`src/rtl/ieee_norm_pack_if.sv`:
```
// Handshake and data bundle for the IEEE single-precision normalize/round/pack back-end.
// The master side feeds raw adder results and consumes packed words; the slave side is the block.
interface ieee_norm_pack_if;
  logic        in_valid;
  logic        in_ready;
  logic        in_sign;
  logic [7:0]  in_exp;
  logic [26:0] in_mant;
  logic        out_valid;
  logic        out_ready;
  logic [31:0] result;
  logic        flag_zero;
  logic        flag_overflow;
  logic        flag_underflow;

  modport master (
    output in_valid, in_sign, in_exp, in_mant, out_ready,
    input  in_ready, out_valid, result, flag_zero, flag_overflow, flag_underflow
  );

  modport slave (
    input  in_valid, in_sign, in_exp, in_mant, out_ready,
    output in_ready, out_valid, result, flag_zero, flag_overflow, flag_underflow
  );
endinterface

```
`src/rtl/ieee_norm_pack.sv`:
```
// Normalizes a raw adder result one bit per cycle, rounds (RNE) and packs it into an IEEE-754 word.
// Define IEEE_NORM_PACK_ROUND_EN to include the ROUND state; otherwise the fraction is truncated.
module ieee_norm_pack (
  input  logic            clk,
  input  logic            rst,
  ieee_norm_pack_if.slave bus
);

`ifdef IEEE_NORM_PACK_ROUND_EN
  typedef enum logic [1:0] {IDLE = 2'd0, NORM = 2'd1, ROUND = 2'd2, DONE = 2'd3} state_t;
`else
  typedef enum logic [1:0] {IDLE = 2'd0, NORM = 2'd1, DONE = 2'd3} state_t;
`endif

  state_t             state, state_n;
  logic               sign_q, sign_n;
  logic signed [9:0]  exp_q, exp_n;
  logic [26:0]        mant_q, mant_n;
  logic               special_q, special_n;
  logic [31:0]        result_q, result_n;
  logic               zero_q, zero_n;
  logic               ovf_q, ovf_n;
  logic               unf_q, unf_n;
  logic               accept;

  // Returns {overflow, word}; exponents at or above 255 saturate to signed infinity.
  function automatic logic [32:0] pack_word(input logic s, input logic signed [9:0] e,
                                            input logic [22:0] f);
    if (e >= 10'sd255) return {1'b1, s, 8'hFF, 23'h0};
    else               return {1'b0, s, e[7:0], f};
  endfunction

`ifdef IEEE_NORM_PACK_ROUND_EN
  logic        rnd_inc;
  logic [24:0] rnd_sum;
  assign rnd_inc = mant_q[1] & (mant_q[0] | mant_q[2]);
  assign rnd_sum = mant_q[26:2] + {24'h0, rnd_inc};
`endif

  assign bus.in_ready       = (state == IDLE) && !rst;
  assign bus.out_valid      = (state == DONE);
  assign bus.result         = result_q;
  assign bus.flag_zero      = zero_q;
  assign bus.flag_overflow  = ovf_q;
  assign bus.flag_underflow = unf_q;
  assign accept             = bus.in_valid && bus.in_ready;

  always_ff @(posedge clk) begin
    if (rst) begin
      state     <= IDLE;
      sign_q    <= 1'b0;
      exp_q     <= '0;
      mant_q    <= '0;
      special_q <= 1'b0;
      result_q  <= '0;
      zero_q    <= 1'b0;
      ovf_q     <= 1'b0;
      unf_q     <= 1'b0;
    end else begin
      state     <= state_n;
      sign_q    <= sign_n;
      exp_q     <= exp_n;
      mant_q    <= mant_n;
      special_q <= special_n;
      result_q  <= result_n;
      zero_q    <= zero_n;
      ovf_q     <= ovf_n;
      unf_q     <= unf_n;
    end
  end

  always_comb begin
    state_n   = state;
    sign_n    = sign_q;
    exp_n     = exp_q;
    mant_n    = mant_q;
    special_n = special_q;
    result_n  = result_q;
    zero_n    = zero_q;
    ovf_n     = ovf_q;
    unf_n     = unf_q;
    case (state)
      IDLE: begin
        if (accept) begin
          sign_n    = bus.in_sign;
          exp_n     = {2'b00, bus.in_exp};
          mant_n    = bus.in_mant;
          special_n = &bus.in_exp;
          zero_n    = 1'b0;
          ovf_n     = 1'b0;
          unf_n     = 1'b0;
          state_n   = NORM;
        end
      end
      NORM: begin
        // exp==255 is latched at accept so a carry that reaches 255 still overflows.
        if (special_q) begin
          result_n = (mant_q[24:2] == '0) ? {sign_q, 8'hFF, 23'h0} : 32'h7FC0_0000;
          state_n  = DONE;
        end else if (mant_q == '0) begin
          result_n = {sign_q, 31'h0};
          zero_n   = 1'b1;
          state_n  = DONE;
        end else if (mant_q[26]) begin
          mant_n = {1'b0, mant_q[26:2], mant_q[1] | mant_q[0]};
          exp_n  = exp_q + 10'sd1;
        end else if (!mant_q[25] && (exp_q > 10'sd1)) begin
          mant_n = {mant_q[25:0], 1'b0};
          exp_n  = exp_q - 10'sd1;
        end else if (!mant_q[25]) begin
          result_n = {sign_q, 31'h0};
          zero_n   = 1'b1;
          unf_n    = 1'b1;
          state_n  = DONE;
        end else begin
`ifdef IEEE_NORM_PACK_ROUND_EN
          state_n = ROUND;
`else
          {ovf_n, result_n} = pack_word(sign_q, exp_q, mant_q[24:2]);
          state_n           = DONE;
`endif
        end
      end
`ifdef IEEE_NORM_PACK_ROUND_EN
      ROUND: begin
        if (rnd_sum[24]) {ovf_n, result_n} = pack_word(sign_q, exp_q + 10'sd1, rnd_sum[23:1]);
        else             {ovf_n, result_n} = pack_word(sign_q, exp_q, rnd_sum[22:0]);
        state_n = DONE;
      end
`endif
      DONE: begin
        if (bus.out_ready) state_n = IDLE;
      end
      default: state_n = IDLE;
    endcase
  end

endmodule

```
`src/flat_wrapper.sv`:
```
// flat-port wrapper written by rule: the top's interface ports become plain ports
module ieee_norm_pack_flat 
  (clk, rst, bus_in_valid, bus_in_sign, bus_in_exp, bus_in_mant, bus_out_ready, bus_in_ready, bus_out_valid, bus_result, bus_flag_zero, bus_flag_overflow, bus_flag_underflow);
  ieee_norm_pack_if bus_i ();
  input  logic clk;
  input  logic rst;
  input wire logic [$bits(bus_i.in_valid)-1:0] bus_in_valid;
  input wire logic [$bits(bus_i.in_sign)-1:0] bus_in_sign;
  input wire logic [$bits(bus_i.in_exp)-1:0] bus_in_exp;
  input wire logic [$bits(bus_i.in_mant)-1:0] bus_in_mant;
  input wire logic [$bits(bus_i.out_ready)-1:0] bus_out_ready;
  output wire logic [$bits(bus_i.in_ready)-1:0] bus_in_ready;
  output wire logic [$bits(bus_i.out_valid)-1:0] bus_out_valid;
  output wire logic [$bits(bus_i.result)-1:0] bus_result;
  output wire logic [$bits(bus_i.flag_zero)-1:0] bus_flag_zero;
  output wire logic [$bits(bus_i.flag_overflow)-1:0] bus_flag_overflow;
  output wire logic [$bits(bus_i.flag_underflow)-1:0] bus_flag_underflow;
  assign bus_i.in_valid = bus_in_valid;
  assign bus_i.in_sign = bus_in_sign;
  assign bus_i.in_exp = bus_in_exp;
  assign bus_i.in_mant = bus_in_mant;
  assign bus_i.out_ready = bus_out_ready;
  assign bus_in_ready = bus_i.in_ready;
  assign bus_out_valid = bus_i.out_valid;
  assign bus_result = bus_i.result;
  assign bus_flag_zero = bus_i.flag_zero;
  assign bus_flag_overflow = bus_i.flag_overflow;
  assign bus_flag_underflow = bus_i.flag_underflow;
  ieee_norm_pack u_core (.clk(clk), .rst(rst), .bus(bus_i));
endmodule
```
`config.mk`:
```
export PLATFORM = sky130hd
export DESIGN_NAME = ieee_norm_pack_flat
export DESIGN_NICKNAME = d
export VERILOG_FILES = /design/src/rtl/ieee_norm_pack_if.sv /design/src/rtl/ieee_norm_pack.sv /design/src/flat_wrapper.sv
export SDC_FILE = /design/constraint.sdc
export NUM_CORES = 1
export LEC_CHECK = 0
export BUFFER_PORTS_ARGS = -buffer_cell sky130_fd_sc_hd__buf_2
export CORE_MARGIN = 2
export CORE_UTILIZATION = 50
export CTS_BUF_LIST = sky130_fd_sc_hd__clkbuf_4 sky130_fd_sc_hd__clkbuf_8
export DETAILED_ROUTE_END_ITERATION = 6
export PLACE_DENSITY = 0.77
export SKIP_CTS_REPAIR_TIMING = 1
export SLEW_MARGIN = 40
export SYNTH_ARGS = -nofsm -noshare
export SYNTH_HDL_FRONTEND = slang
export SYNTH_SLANG_ARGS = --single-unit
```
`constraint.sdc`:
```
create_clock -name clk -period 2.9 [get_ports clk]
set_input_delay 0.29 -clock clk [delete_from_list [all_inputs] [get_ports clk]]
set_output_delay 0.29 -clock clk [all_outputs]
set_load 0.02 [all_outputs]
```
# Word level (Yosys, flattened, before mapping)

Index checks and enable logic that the tools add are counted.
Widths: inputs -> output; s select.

Flip-flop bits (word level): 76
Bits in latches: 0
Bits in writable memories: 0
Bits in read-only memories: 0
Bits of input ports: 40
Output and inout bits: 37
Word-level logic and storage cells: 93
Memories: 0

Add/subtract/negate cells: 2
$mul: 0
Div/mod/pow operators: 0
Magnitude comparators: 2
Equality and inequality tests: 18
Shift-type cells: 0
Muxes and demuxes: 42
Bitwise operators: 1
Reductions and logical operators: 18

Operator list:

| operator              | number |
|---|---|
| $mux 32               | 6 |
| $mux 27               | 5 |
| $pmux 27 s2           | 1 |
| $mux 10               | 5 |
| $mux 33               | 1 |
| $logic_not 27->1      | 1 |
| $logic_not 23->1      | 1 |
| $pmux 10 s2           | 1 |
| $reduce_and 7->1      | 2 |
| $mux 1                | 13 |
| $mux 2                | 6 |
| $ne 2x2->1 const B    | 6 |
| $add 10x2->10 const B | 1 |
| $ge 10x9->1 const B   | 1 |
| $gt 10x2->1 const B   | 1 |
| $sub 10x2->10 const B | 1 |
| $ne 3x3->1 const B    | 3 |
| $reduce_and 4->1      | 2 |
| $reduce_and 8->1      | 1 |
| $ne 3x1->1 const B    | 2 |
| $pmux 1 s2            | 3 |
| $pmux 2 s3            | 1 |
| $reduce_and 6->1      | 1 |
| $reduce_and 5->1      | 1 |
| 13 further kinds      | 17 |

# Longest topological paths before layout

Gate-level depths: netlist of the first run.

Depth in word-level cells: 8
Mapped depth: 8
Mapped depth without buffers: 7

# Worst setup path before layout of the first run

OpenSTA, ideal clock, no wires.

Kind: flip-flop to flip-flop
Start point: register u_core.exp_q[3]
End point: register u_core.mant_q[10]
Library setup time: 138 ps
Arrival time: 1976 ps
Required time: 2762 ps
Slack: 786 ps
Stages on the path, launching flop included: 8
Path buffers: 2
Period minus slack after synthesis: 2114 ps
Path through: dfxtp_1 > buf_6 > or4_4 > nor4_2 > nor4b_2 > clkbuf_1 > a221oi_1 > a211oi_1

Word-level cells in the longest chain between the ends: 4

Ends and longest elaborated chain:

| element                    | line                  | RTL |
|---|---|---|
| start, declared            | ieee_norm_pack.sv:17  | `logic signed [9:0] exp_q, exp_n;` |
| start signal, assigned     | ieee_norm_pack.sv:62  | `exp_q <= exp_n;` |
| $gt 10x2->1                | ieee_norm_pack.sv:107 | `end else if (!mant_q[25] && (exp_q > 10'sd1)) begin` |
| $logic_and 1x1->1          | ieee_norm_pack.sv:107 |  |
| $ne 3x1->1 (no line)       | -                     |  |
| $reduce_and 5->1 (no line) | -                     |  |
| end signal, assigned       | ieee_norm_pack.sv:63  | `mant_q <= mant_n;` |
| end, declared              | ieee_norm_pack.sv:18  | `logic [26:0] mant_q, mant_n;` |

No other way between the ends.
A chain may end at the register's enable or synchronous reset.

# Worst setup path in the final report of the first run

Start point: register u_core.exp_q[3]
End point: register u_core.mant_q[6]

Same word-level chain as after synthesis.

==> results of run 1 <==
[registers in the layout (all words and copies together), names as in the netlist, 2 cells and up]
name and flops:
u_core.bus.result 32, u_core.exp_q 10, u_core.mant_q 27, u_core.state 2
[area by class of cell]
class                   count  area share
clock buffers              10      0.0297
multi-input cells         342       0.484
well taps                 102      0.0275
repair buffers             93       0.110
clock inverters             6      0.0103
inverters                  14      0.0113
flip-flops and latches     76       0.328
[how the worst max path moves through the flow]
stage | slack (ps) | depth (start not counted) | startpoint | to
finish | 240 | 7 | u_core.exp_q[3] | u_core.mant_q[6]
detailed placement | 270 | 7 | u_core.exp_q[3] | u_core.mant_q[6]
global route | 100 | 7 | u_core.exp_q[3] | u_core.mant_q[5]
global placement | 310 | 7 | u_core.exp_q[0] | u_core.mant_q[7]
floorplan | 790 | 7 | u_core.exp_q[3] | u_core.mant_q[10]
CTS | 260 | 7 | u_core.exp_q[3] | u_core.mant_q[6]
[per-stage QoR]
step	std cells	instance area, um2	worst slack, ps	hold slack (ps)	total power [uW]
floorplan	477	4000	786	437	3110
global placement	625	4440	314	443	3610
detailed placement	627	4450	268	450	3700
CTS	643	4640	260	181	4470
global route	643	4640	104	187	4790
finish	643	4640	235	186	4490
[synthesized netlist by cell type (all sizes together) (4+ instances only)]
| library cell | count |
|---|---|
| a221oi | 33 |
| nor3 | 7 |
| or2 | 4 |
| o311ai | 4 |
| mux2i | 25 |
| a22oi | 4 |
| nor2 | 23 |
| a211oi | 27 |
| dfxtp | 76 |
| nand4 | 9 |
| or4 | 4 |
| nor4 | 8 |
| buf | 12 |
| o22ai | 4 |
| nand3 | 6 |
| clkbuf | 33 |
| inv | 14 |
| nand2 | 67 |
| a21oi | 36 |
| o31ai | 7 |
| and3 | 24 |
| o21ai | 13 |
[worst max-delay path: stages, from the launching register on]
cell	delay, ps
dfxtp_1	400
or4_4	590
nor4_2	530
nor4b_4	180
buf_4	210
buf_4	170
a221oi_1	310
a211oi_1	130
[kinds of logic (layout without fill, tap and decap cells)]
family | count (synthesis) | in the layout | share of synthesized area
buffers and inverters | 59 | 123 | 0.0629
AND/OR/NAND/NOR | 165 | 165 | 0.209
XOR/XNOR | 1 | 1 | 0.00219
multiplexers | 25 | 25 | 0.0626
adder cells (fa/ha/maj) | 3 | 3 | 0.00940
flip-flops | 76 | 76 | 0.381
AO/OA/AOI/OAI | 148 | 148 | 0.273
[power breakdown]
part	total, uW	switching, uW	internal [uW]
logic	2020	1190	826
registers	1710	387	1320
clock network	769	428	342
[per-layer routing]
metal,track usage,routed length [um],vias up
li1,-,-,1918
met1,0.368,4900,1889
met2,0.429,5240,231
met3,0.0524,954,22
met4,0.0882,219,0
met5,0,0,-
[cell usage in the layout (no fill, tap or decap), types with 4 or more instances in the layout]
cell type,count
a221oi_1,28
buf_2,76
o21ai_0,13
buf_4,17
a21oi_1,36
a211oi_1,27
nor2_1,23
dfxtp_1,76
mux2i_1,25
a221oi_2,5
nand3_1,6
o311ai_0,4
and3_1,24
or2_2,4
inv_1,14
nor3_1,7
clkbuf_8,10
nand2_1,67
nor4_1,6
o31ai_1,7
nand4_1,9
==> run_results.csv, run 1 <==
group,metric,value,unit
timing,grt_setup_unrepaired,"false",
detailed_routing,first_iter_violations,367,
critical_path,r2r_start,"u_core.exp_q[3]",
timing,skew,11.6,ps
timing,slew_viol_final,0,
power,p_leak,0.00197,uW
critical_path,path_class,"flip-flop to flip-flop",
final_layout,final.fill_count,715,
cts,clk_path_buf_depth,2,
cts,clockRootBuffer,"clkbuf_8",
detailed_routing,drc,0,
grt,grt.total_usage,0.270,
timing,fmax,375,MHz
cts,worstSkewPairLatency,360,ps
critical_path,critPathCaptureType,"flip-flop",
power,irDropWorstVdd,398,uV
synthesis,synth_top_area_cell,"dfxtp_1",
synthesis,synthDominantCellAreaShare,0.381,
synthesis,synth_seq_area_share,0.381,
min_path,min_to,"u_core.sign_q",
place,dp_hpwl,7780,um
synthesis,ys_warn_count,0,
final_layout,area_delta_synth_final,16.1,%
cts,tritoncts,"done",
place,routabilityCongestion,0.960,
timing,timing.final.crit_share,0.919,
final_layout,postLayoutCoreUtil,0.600,
floorplanning,die_area,8720,um2
cts,cts_num_sinks,76,
final_layout,final_nets,579,
timing,relSlewSlack,0.538,
cts,clkTransAtPathRegs,90,ps
detailed_routing,num_vias,4060,
floorplanning,chipHeight,93.4,um
cts,htree_levels,3,
floorplanning,io_pins,77,
final_layout,multi_input_area,2240,um2
detailed_routing,routed_wirelength,11300,um
critical_path,worstPathMaxFanout,10,
critical_path,r2r_cells,7,
timing,tightestPinTransition,683,ps
synthesis,ys_async_sr_fraction,0,
grt,grt_overflow,0,
final_layout,regArea,1520,um2
final_layout,diodes,0,
detailed_routing,via_per_inst,6.31,
synthesis,ys_seq_elements,76,
min_path,hold_path.class,"primary input to flip-flop",
grt,antenna_found_initial,0,
timing,hold_viol_final,0,
synthesis,syn_nets,520,
critical_path,arrival,2890,ps
timing,setup_tns,0,ps
grt,grt_pass1_vias,3800,
critical_path,rrSetupSlack,240,ps
floorplanning,start_util,0.517,
floorplanning,num_rows,32,
timing,setup_viol,0,
floorplanning,coreArea,7730,um2
synthesis,synth_edf_count,0,
grt,grt_max_degree,54,
cts,numCtsBuffers,9,
synthesis,ys_top_cells_by_area,"dfxtp_1 (38%), nand2_1 (6.3%), mux2i_1 (6.3%), a221oi_1 (6.1%), a211oi_1 (5.1%)",
critical_path,rr_endpoint,"u_core.mant_q[6]",
place,io_buffers,76,
critical_path,crit_required,3130,ps
min_path,whs_path_depth,3,
detailed_routing,drt-pass1-iter-count,5,
synthesis,synth_area,4000,um2
final_layout,drive_above_1_share,0.233,
synthesis,syn_avg_cell_area,8.38,um2
detailed_routing,wl_per_cell,17.6,um
grt,grt_pass1_wl,18700,um
status,status,"completed",
detailed_routing,ant_nets,0,
power,power_per_cell_area,969,nW/um2
min_path,hp-start,"bus_in_sign",
synthesis,synth_cells,477,
timing,fin_crit,2660,ps
synthesis,synthFlopType,"dfxtp_1",
synthesis,synth.distinct_cells,54,
flow_run,cap_violations,0,
critical_path,cp-start-kind,"flip-flop",
floorplanning,die_w,93.4,um
(Power assumes the default switching activity.)
==> inputs of run 2 (changes only) <==
Settings changed: ABC_CLOCK_PERIOD_IN_PS set to 2400, CTS_CLUSTER_DIAMETER set to 150, PLACE_DENSITY 0.77 to 0.8.
Clock period 2.9 ns to 2.4 ns, I/O delays scaled along.
==> run 2 against run 1 <==
  * Combinational power grew 32%
  * Die area is the same
  * Non-clock buffer count grew 9
  * Flip-flop and latch count is the same
  * Cell area grew 3.2%
  * Power grew 27%
  * Sequential share of layout area shrank 0.98 points
  * Register-to-register slack lost 140 ps
  * Count of clock-buffer cells in the layout grew 1
==> run_results.csv, run 2 (same netlist as run 1, synthesis figures left out) <==
group,metric,value,unit
status,status,"completed",
cts,cts_num_sinks,76,
cts,worstSkewPairLatency,350,ps
place,io_buffers,76,
cts,htree_levels,3,
detailed_routing,drc,0,
timing,tightestPinTransition,606,ps
floorplanning,die_w,93.4,um
timing,setup_viol,0,
detailed_routing,wl_per_cell,17.6,um
final_layout,regArea,1520,um2
critical_path,worstPathMaxFanout,7,
critical_path,path_class,"flip-flop to flip-flop",
final_layout,drive_above_1_share,0.251,
power,power_per_cell_area,1190,nW/um2
floorplanning,io_pins,77,
final_layout,final.fill_count,688,
critical_path,critPathCaptureType,"flip-flop",
place,routabilityCongestion,0.993,
floorplanning,coreArea,7730,um2
final_layout,largest_register_ff_count,32,
detailed_routing,num_vias,4150,
detailed_routing,first_iter_violations,296,
critical_path,r2r_start,"u_core.exp_q[1]",
detailed_routing,routed_wirelength,11500,um
detailed_routing,via_per_inst,6.37,
power,irDropWorstVdd,540,uV
detailed_routing,ant_nets,0,
final_layout,final_nets,588,
timing,fmax,434,MHz
grt,grt_overflow,0,
cts,numCtsBuffers,9,
critical_path,crit_required,2630,ps
cts,tritoncts,"done",
place,dp_hpwl,7730,um
flow_run,cap_violations,0,
floorplanning,die_area,8720,um2
timing,hold_viol_final,0,
min_path,hp-start,"bus_in_sign",
timing,timing.final.crit_share,0.961,
cts,clkTransAtPathRegs,80,ps
timing,slew_viol_final,0,
timing,holdWs,141,ps
critical_path,rrSetupSlack,90,ps
critical_path,arrival,2540,ps
min_path,whs_path_depth,3,
final_layout,layout_commonest_cell,"buf_2",
floorplanning,num_rows,32,
timing,setup_tns,0,ps
timing,grt_setup_unrepaired,"false",
final_layout,area_delta_synth_final,19.8,%
floorplanning,start_util,0.517,
final_layout,multi_input_area,2250,um2
grt,antenna_found_initial,0,
timing,fin_crit,2310,ps
cts,clockRootBuffer,"clkbuf_8",
final_layout,final_cell_mix,"buf_2 (76), dfxtp_1 (75), nand2_1 (67), a21oi_1 (36), a221oi_1 (28)",
power,p_leak,0.00204,uW
floorplanning,chipHeight,93.4,um
critical_path,r2r_cells,8,
grt,grt_pass1_wl,18800,um
critical_path,rr_endpoint,"u_core.exp_q[3]",
detailed_routing,drt-pass1-iter-count,5,
cts,clk_path_buf_depth,2,
final_layout,diodes,0,
timing,skew,8.38,ps
critical_path,cp-start-kind,"flip-flop",
grt,grt_max_degree,54,
timing,relSlewSlack,0.596,
min_path,min_to,"u_core.sign_q",
grt,grt_pass1_vias,3847,
min_path,hold_path.class,"primary input to flip-flop",
grt,grt.total_usage,0.273,
==> run 2: worst max-delay path by stage <==
stage,startpoint,endpoint,slack (ps),depth (start not counted)
2_1_floorplan,u_core.exp_q[3],u_core.mant_q[10],290,7
4_1_cts,u_core.exp_q[0],u_core.exp_q[3],100,8
5_1_grt,u_core.exp_q[1],u_core.mant_q[18],10,9
3_5_place_dp,u_core.exp_q[0],u_core.exp_q[3],120,8
6_report,u_core.exp_q[1],u_core.exp_q[3],90,8
3_3_place_gp,u_core.exp_q[0],u_core.exp_q[3],130,8
==> run 2: report_power, final <==
part	switching (uW)	internal, uW	total, uW
clock	487	524	1010
combinational	1540	1120	2670
sequential	413	1600	2010
==> run 2: metrics by stage <==
stage	util	worst slack (ps)	total power, uW	cell area (um2)	std cells
floorplan	-	286	3760	4000	477
global placement	0.591	134	4550	4570	636
detailed placement	0.591	122	4620	4570	636
CTS	0.618	102	5640	4780	652
global route	0.619	13.5	6030	4780	652
finish	0.619	93.7	5690	4780	652
==> run 2: critical path, stage by stage (launching register included) <==
cell	delay, ps
dfxtp_1	420
inv_1	110
ha_1	220
o21bai_1	260
nor4_2	100
buf_4	170
o22ai_2	210
nand2_1	280
o32ai_1	430
==> run 2: area by class of cell <==
class | count | area share
Multi-Input combinational cell | 342 | 0.470
Sequential cell | 76 | 0.318
Tap cell | 102 | 0.0267
Clock inverter | 5 | 0.0126
Clock buffer | 11 | 0.0303
Inverter | 14 | 0.0110
Timing Repair Buffer | 102 | 0.131
==> run 2: metal layers <==
metal | up-vias | track usage | share of wire
met1 | 1945 | 0.378 | 0.42
met5 | - | 0 | 0
met2 | 228 | 0.412 | 0.47
li1 | 1950 | - | -
met4 | 0 | 0.138 | 0.026
met3 | 27 | 0.0427 | 0.089
